--- src/rtl/decode_scoreboard.sv ---
// Decode-stage hazard/forwarding tracker: a DEPTH-entry shift scoreboard of issued
// destinations drives per-operand forward selects, a load-use stall and a stall counter.
module decode_scoreboard #(
    parameter int  DEPTH    = 2,
    parameter int  LOAD_LAT = 2,
    parameter int  CNT_W    = 16,
    localparam int FSEL_W   = $clog2(DEPTH + 1)
) (
    input  logic              clk,
    input  logic              rst,
    input  logic              dec_valid,
    input  logic [4:0]        dec_rs1,
    input  logic [4:0]        dec_rs2,
    input  logic              dec_use1,
    input  logic              dec_use2,
    input  logic [4:0]        dec_rd,
    input  logic              dec_wr,
    input  logic              dec_load,
    input  logic              hold,
    input  logic              flush,
    input  logic              cnt_clr,
    output logic              dec_ready,
    output logic              stall,
    output logic [FSEL_W-1:0] fwd_sel1,
    output logic [FSEL_W-1:0] fwd_sel2,
    output logic [CNT_W-1:0]  stall_cnt
);

    logic             v_q  [1:DEPTH];
    logic [4:0]       rd_q [1:DEPTH];
    logic             ld_q [1:DEPTH];
    logic             haz1;
    logic             haz2;
    logic             hazard;
    logic             issue_wr;
    logic [CNT_W-1:0] cnt_reg;

    generate
        if (LOAD_LAT > DEPTH) begin : g_bad_load_lat
            $error("decode_scoreboard: LOAD_LAT (%0d) exceeds DEPTH (%0d)", LOAD_LAT, DEPTH);
        end
    endgenerate

    // Scan oldest to youngest so the youngest matching producer overrides older ones.
    always_comb begin
        fwd_sel1 = '0;
        fwd_sel2 = '0;
        haz1     = 1'b0;
        haz2     = 1'b0;
        for (int k = DEPTH; k >= 1; k--) begin
            if (dec_use1 && (dec_rs1 != 5'd0) && v_q[k] && (rd_q[k] == dec_rs1)) begin
                fwd_sel1 = FSEL_W'(k);
                haz1     = ld_q[k] && (k < LOAD_LAT);
            end
            if (dec_use2 && (dec_rs2 != 5'd0) && v_q[k] && (rd_q[k] == dec_rs2)) begin
                fwd_sel2 = FSEL_W'(k);
                haz2     = ld_q[k] && (k < LOAD_LAT);
            end
        end
    end

    assign hazard    = haz1 | haz2;
    assign stall     = dec_valid & (hazard | hold);
    assign dec_ready = dec_valid & ~hazard & ~hold & ~flush;
    assign issue_wr  = dec_ready & dec_wr & (dec_rd != 5'd0);

    genvar gi;
    generate
        for (gi = 1; gi <= DEPTH; gi++) begin : g_entry
            logic       v_reg;
            logic [4:0] rd_reg;
            logic       ld_reg;
            logic       v_next;
            logic [4:0] rd_next;
            logic       ld_next;

            if (gi == 1) begin : g_head
                assign v_next  = issue_wr;
                assign rd_next = dec_rd;
                assign ld_next = dec_load;
            end else begin : g_tail
                assign v_next  = v_q[gi-1];
                assign rd_next = rd_q[gi-1];
                assign ld_next = ld_q[gi-1];
            end

            // rd/ld need no reset: they are only ever observed through v.
            always_ff @(posedge clk) begin
                if (!rst || flush) begin
                    v_reg <= 1'b0;
                end else if (!hold) begin
                    v_reg <= v_next;
                end
                if (!hold) begin
                    rd_reg <= rd_next;
                    ld_reg <= ld_next;
                end
            end

            assign v_q[gi]  = v_reg;
            assign rd_q[gi] = rd_reg;
            assign ld_q[gi] = ld_reg;
        end
    endgenerate

    always_ff @(posedge clk) begin
        if (!rst) begin
            cnt_reg <= '0;
        end else if (cnt_clr) begin
            cnt_reg <= '0;
        end else if (dec_valid && hazard && !flush && !hold && (cnt_reg != '1)) begin
            cnt_reg <= cnt_reg + CNT_W'(1);
        end
    end

    assign stall_cnt = cnt_reg;

endmodule
--- config.mk ---
export PLATFORM = sky130hd
export DESIGN_NAME = decode_scoreboard
export DESIGN_NICKNAME = d
export VERILOG_FILES = /design/src/rtl/decode_scoreboard.sv
export SDC_FILE = /design/constraint.sdc
export NUM_CORES = 1
export LEC_CHECK = 0
export CAP_MARGIN = 40
export CORE_UTILIZATION = 45
export DETAILED_ROUTE_END_ITERATION = 6
export PLACE_DENSITY = 0.73
export SLEW_MARGIN = 20
export SYNTH_ARGS = -nofsm -noshare
export SYNTH_HDL_FRONTEND = slang
export SYNTH_SLANG_ARGS = --single-unit
--- constraint.sdc ---
create_clock -name clk -period 2.28 [get_ports clk]
set_input_delay 0.228 -clock clk [delete_from_list [all_inputs] [get_ports clk]]
set_output_delay 0.228 -clock clk [all_outputs]
set_load 0.05 [all_outputs]
; Yosys cells after proc, flatten, opt, wreduce, memory -nomap -nowiden
; Cells that the tools add are included.
[word_totals]
ff_bits = 29
latchBits = 0
ram_bits = 0
romBits = 0
out_inout_bits = 22
elab_cells = 52
mem_count = 0
[op_classes]
n_addsub = 1
mul = 0
div_mod_pow = 0
magnitude_cmp = 0
eq_ne = 5
shifts = 0
mux = 6
n_bitwise = 12
n_reduce_logical = 22
[op_table]
columns = cell, n
row1 = 5-bit equality test, 4
row2 = 16-bit by 1-bit adder with 16-bit output (second input constant), 1
row3 = 16-bit != test (second input constant), 1
row4 = 5-bit nonzero test, 3
row5 = 1-bit logical AND, 14
row6 = 2-bit two-way mux, 4
row7 = 1-bit AND, 6
row8 = 1-bit NOT, 4
row9 = 1-bit zero test, 3
row10 = 1-bit two-way mux, 2
row11 = 1-bit bitwise OR, 2
row12 = 2-bit OR reduction, 1
row13 = 1-bit logical OR, 1

; Longest topological paths before layout
[depth]
word_depth = 12
ltp_mapped = 8
mapped_depth_nobuf = 7

; Least setup slack after synthesis
; Ideal clock, no wire load.
[synth_timing]
path_kind = input-to-output
start = input dec_rs1[1]
end = output fwd_sel1[1]
arrival_ns = 2.383
required_time_ns = 2.052
setup_slack_ns = -0.331
stages = 6
cell_sequence = or4_1 > o21ai_1 > or3_1 > buf_4 > inv_2 > nor3_1
[synth_via]
elab_chain_cells = 6
word_cells_on_any_way = 10
classes_between = 2 x eq/ne / 2 x mux / 6 x reduce/logical
[synth_rtl]
columns = element, line_no
row1 = from (decl), 12  ; input logic [4:0] dec_rs1,
row2 = 5-bit nonzero test, 51  ; if (dec_use1 && (dec_rs1 != 5'd0) && v_q[k] && (rd_q[k] == dec_rs1)) begin
row3 = 1-bit logical AND (3 in a row), 51
row4 = 2-bit two-way mux, 51
row5 = 2-bit two-way mux *, 51
row6 = to (decl), 24  ; output logic [FSEL_W-1:0] fwd_sel1,
; Mark *: on every way between the ends. The rest lies on a longest branch, timed or not.

; Worst setup path in the final report
[layout_timing]
start = register g_entry[1].rd_reg[1]
end = register cnt_reg[2], in the netlist stall_cnt[2]
[layout_via]
elab_chain_cells = 8
word_cells_on_any_way = 11
classes_between = 2 x eq/ne / 2 x mux / 1 x bitwise / 6 x reduce/logical
[layout_rtl]
columns = element, line_no
row1 = from (decl), 71  ; logic [4:0] rd_reg;
row2 = from (signal assigned), 95  ; rd_reg <= rd_next;
row3 = 5-bit equality test (on tied branches), "51, 55"
row4 = 1-bit logical AND (on tied branches), "51, 55"
row5 = 1-bit two-way mux (on tied branches), "51, 55"
row6 = 1-bit bitwise OR *, 62  ; assign hazard = haz1 | haz2;
row7 = 1-bit logical AND * (4 in a row), 111  ; end else if (dec_valid && hazard && !flush && !hold && (cnt_reg != '1)) begin
row8 = to (signal assigned), 112  ; cnt_reg <= cnt_reg + CNT_W'(1);
row9 = to (decl), 36  ; logic [CNT_W-1:0] cnt_reg;
; Marked as above.
; A chain may end at the register's enable or synchronous reset.

==> run metrics <==
DRC viols=0; Slew HR=0.655; CP Max Fanout=5; vias in the first global route=1389; Tcrit/Tclk final=0.987; hold path cells=1; worst hold margin=0.482 ns; flops & latches, synth=29; worst r2r dst=stall_cnt[2]; Reg2Reg Launch Point=g_entry[1].rd_reg[1]; Num Clock Sinks=29; crit path launch=g_entry[1].rd_reg[1]; final cell count without fillers=285; status=finished, final reports clean; f_max=0.445 GHz; drt first-iter violations=62; final hold viol count=0; Synth warnings=0; WP data arrival=2.48 ns; via count=1514; share of layout cells above drive strength 1=0.213; Initial Util=0.471; Placed Cells=276; max FFs per register=16; R2R cell count=7; most common cell after layout, fill and taps aside=clkdlybuf4s50_1; Peak VDD IR=0.000455 V; Async SR Flop Fraction=0; number of antenna violations at the first check in global routing=0; total track usage=0.233; ant diodes=0; # IOs=47; worst reg-to-reg setup slack=0.03 ns; instance count of the mapped netlist=168; Leak=0.866 nW; CTS buffer count=5; sequential share of the synthesized area=0.436; Worst setup SP type=register; mean post-synth cell area=9.44 µm²; number of enable flip-flop cells after synthesis=11; grt ovf=0; area of the die=3760 µm²; Net Count, Synth=194; DRT antenna net count=0; Clock transition at path regs=0.10 ns; Netlist Area Pre-Place=1590 µm²; pin count of the biggest net entering global routing=12; Slew Viols, Final=0; clock latency on the worst-skew pair=0.32 ns; Setup violations, final=0; CP Capture Point=stall_cnt[2]; Max Cap Viol=0; area grow syn2layout=50.4%; HP Class=in2reg; most frequent cells in the layout=clkdlybuf4s50_1, buf_4, nand2_1; Die Ht=61.4 µm; CTS HTree Levels=2; DP Wirelength=3210 µm; PD cells=424 nW/µm²; root buffer cell=clkbuf_4; Tmin final=2.25 ns; setup repair after global routing missed its margin=true; Post-Route Utilization=0.709; Port Buffers=46; Die W=61.4 µm; crit end category=register; Post-synth top flop=dfxtp_1; CTS tree=yes; row count=21; Max Root-Sink Buffers=2; global placer's final weighted congestion=0.905; first-pass GRT wire length=6380 µm; critical path required time=2.51 ns; Slew @ Worst Pin=0.517 ns; total core area=3360 µm²; First-pass DRT Iterations=4; Final nets=264; drt wl/cell=14.5 µm; DR vias/cell=5.31; synth unique cells=46; Fin Clk Skew=0.0144 ns; Crit Path Class=reg2reg; Routed WL=4140 µm
==> final cells by class <==
| class | instances | area [µm²] |
|---|---|---|
| flip-flops and latches | 29 | 691 |
| inverters | 4 | 15.0 |
| multi-input cells | 131 | 912 |
| well taps | 46 | 57.6 |
| fillers | 285 | 978 |
| repair buffers | 67 | 658 |
| clock inverters | 2 | 10.0 |
| clock buffers | 6 | 41.3 |
==> synthesized netlist by cell type (all sizes together) (2+ instances only) <==
cell / number / area share
a21oi: 8 / 0.025
or3: 5 / 0.023
edfxtp: 11 / 0.21
buf: 3 / 0.014
xor2: 9 / 0.050
dfxtp: 18 / 0.23
and3: 2 / 0.0079
nor2: 11 / 0.026
nor2b: 2 / 0.0079
o211ai: 2 / 0.0095
nor4: 3 / 0.012
nand2: 21 / 0.050
a21o: 2 / 0.014
nand2b: 2 / 0.0079
o21ai: 9 / 0.033
xnor2: 16 / 0.088
or4: 6 / 0.028
nor3b: 2 / 0.013
nor3: 2 / 0.0063
inv: 4 / 0.0095
nand3: 7 / 0.022
mux2i: 2 / 0.013
nand4: 6 / 0.024
==> logic make-up after synthesis <==
logic type	share of synthesized area
AND/OR/NAND/NOR	0.237
flip-flops	0.436
AO/OA/AOI/OAI	0.143
adder cells (fa/ha/maj)	0.00789
buffers and inverters	0.0260
XOR/XNOR	0.138
multiplexers	0.0126
==> critical path, cell delays in order, from the launching register on <==
cell and delay [ns]:
edfxtp_1 0.46, xnor2_1 0.21, nand4_1 0.12, or3_4 0.43, buf_6 0.14, a21oi_1 0.43
a21oi_1 0.14, a31o_2 0.22
==> report_power, final <==
| group | internal, mW | total [mW] | leakage (nW) | switching [mW] |
|---|---|---|---|---|
| clock | 0.117 | 0.290 | 0.0320 | 0.173 |
| sequential | 0.555 | 0.572 | 0.253 | 0.0170 |
| combinational | 0.0890 | 0.150 | 0.582 | 0.0608 |
==> worst min-delay path by stage <==
stage	startpoint	to	slack [ns]
6_report	dec_rd[1]	g_entry[1].rd_reg[1]	0.48
5_1_grt	dec_load	g_entry[1].ld_reg	0.47
4_1_cts	dec_rd[1]	g_entry[1].rd_reg[1]	0.47
3_5_place_dp	stall_cnt[1]	stall_cnt[1]	0.50
3_3_place_gp	stall_cnt[1]	stall_cnt[1]	0.48
2_1_floorplan	flush	g_entry[2].v_reg	0.30
==> routing by layer <==
metal,up-vias,global-route usage,share of wire
met5,-,0,0
li1,755,-,-
met4,0,0.0667,0.015
met3,8,0.0525,0.047
met2,39,0.384,0.49
met1,712,0.309,0.45
==> through the flow <==
stage               setup slack (ns)  total power, mW  cell area (µm²)  setup TNS (ns)
floorplan                     0.0513            0.637             1600               0
global placement              -0.112            0.721             2260          -0.545
detailed placement            -0.162            0.729             2260           -1.29
CTS                         -0.00250             1.02             2350        -0.00250
global route                 -0.0730             1.05             2380          -0.153
finish                        0.0305             1.01             2380               0
==> timing repair <==
item / CTS / global route
setup buffers: 0 / 1
pin swaps: 0 / 6
hold buffers: 0 / 0
endpoints found under the setup margin: 4 / 8
resized for setup: 8 / 8
cloned: 0 / 0
(Power assumes the default switching activity.)
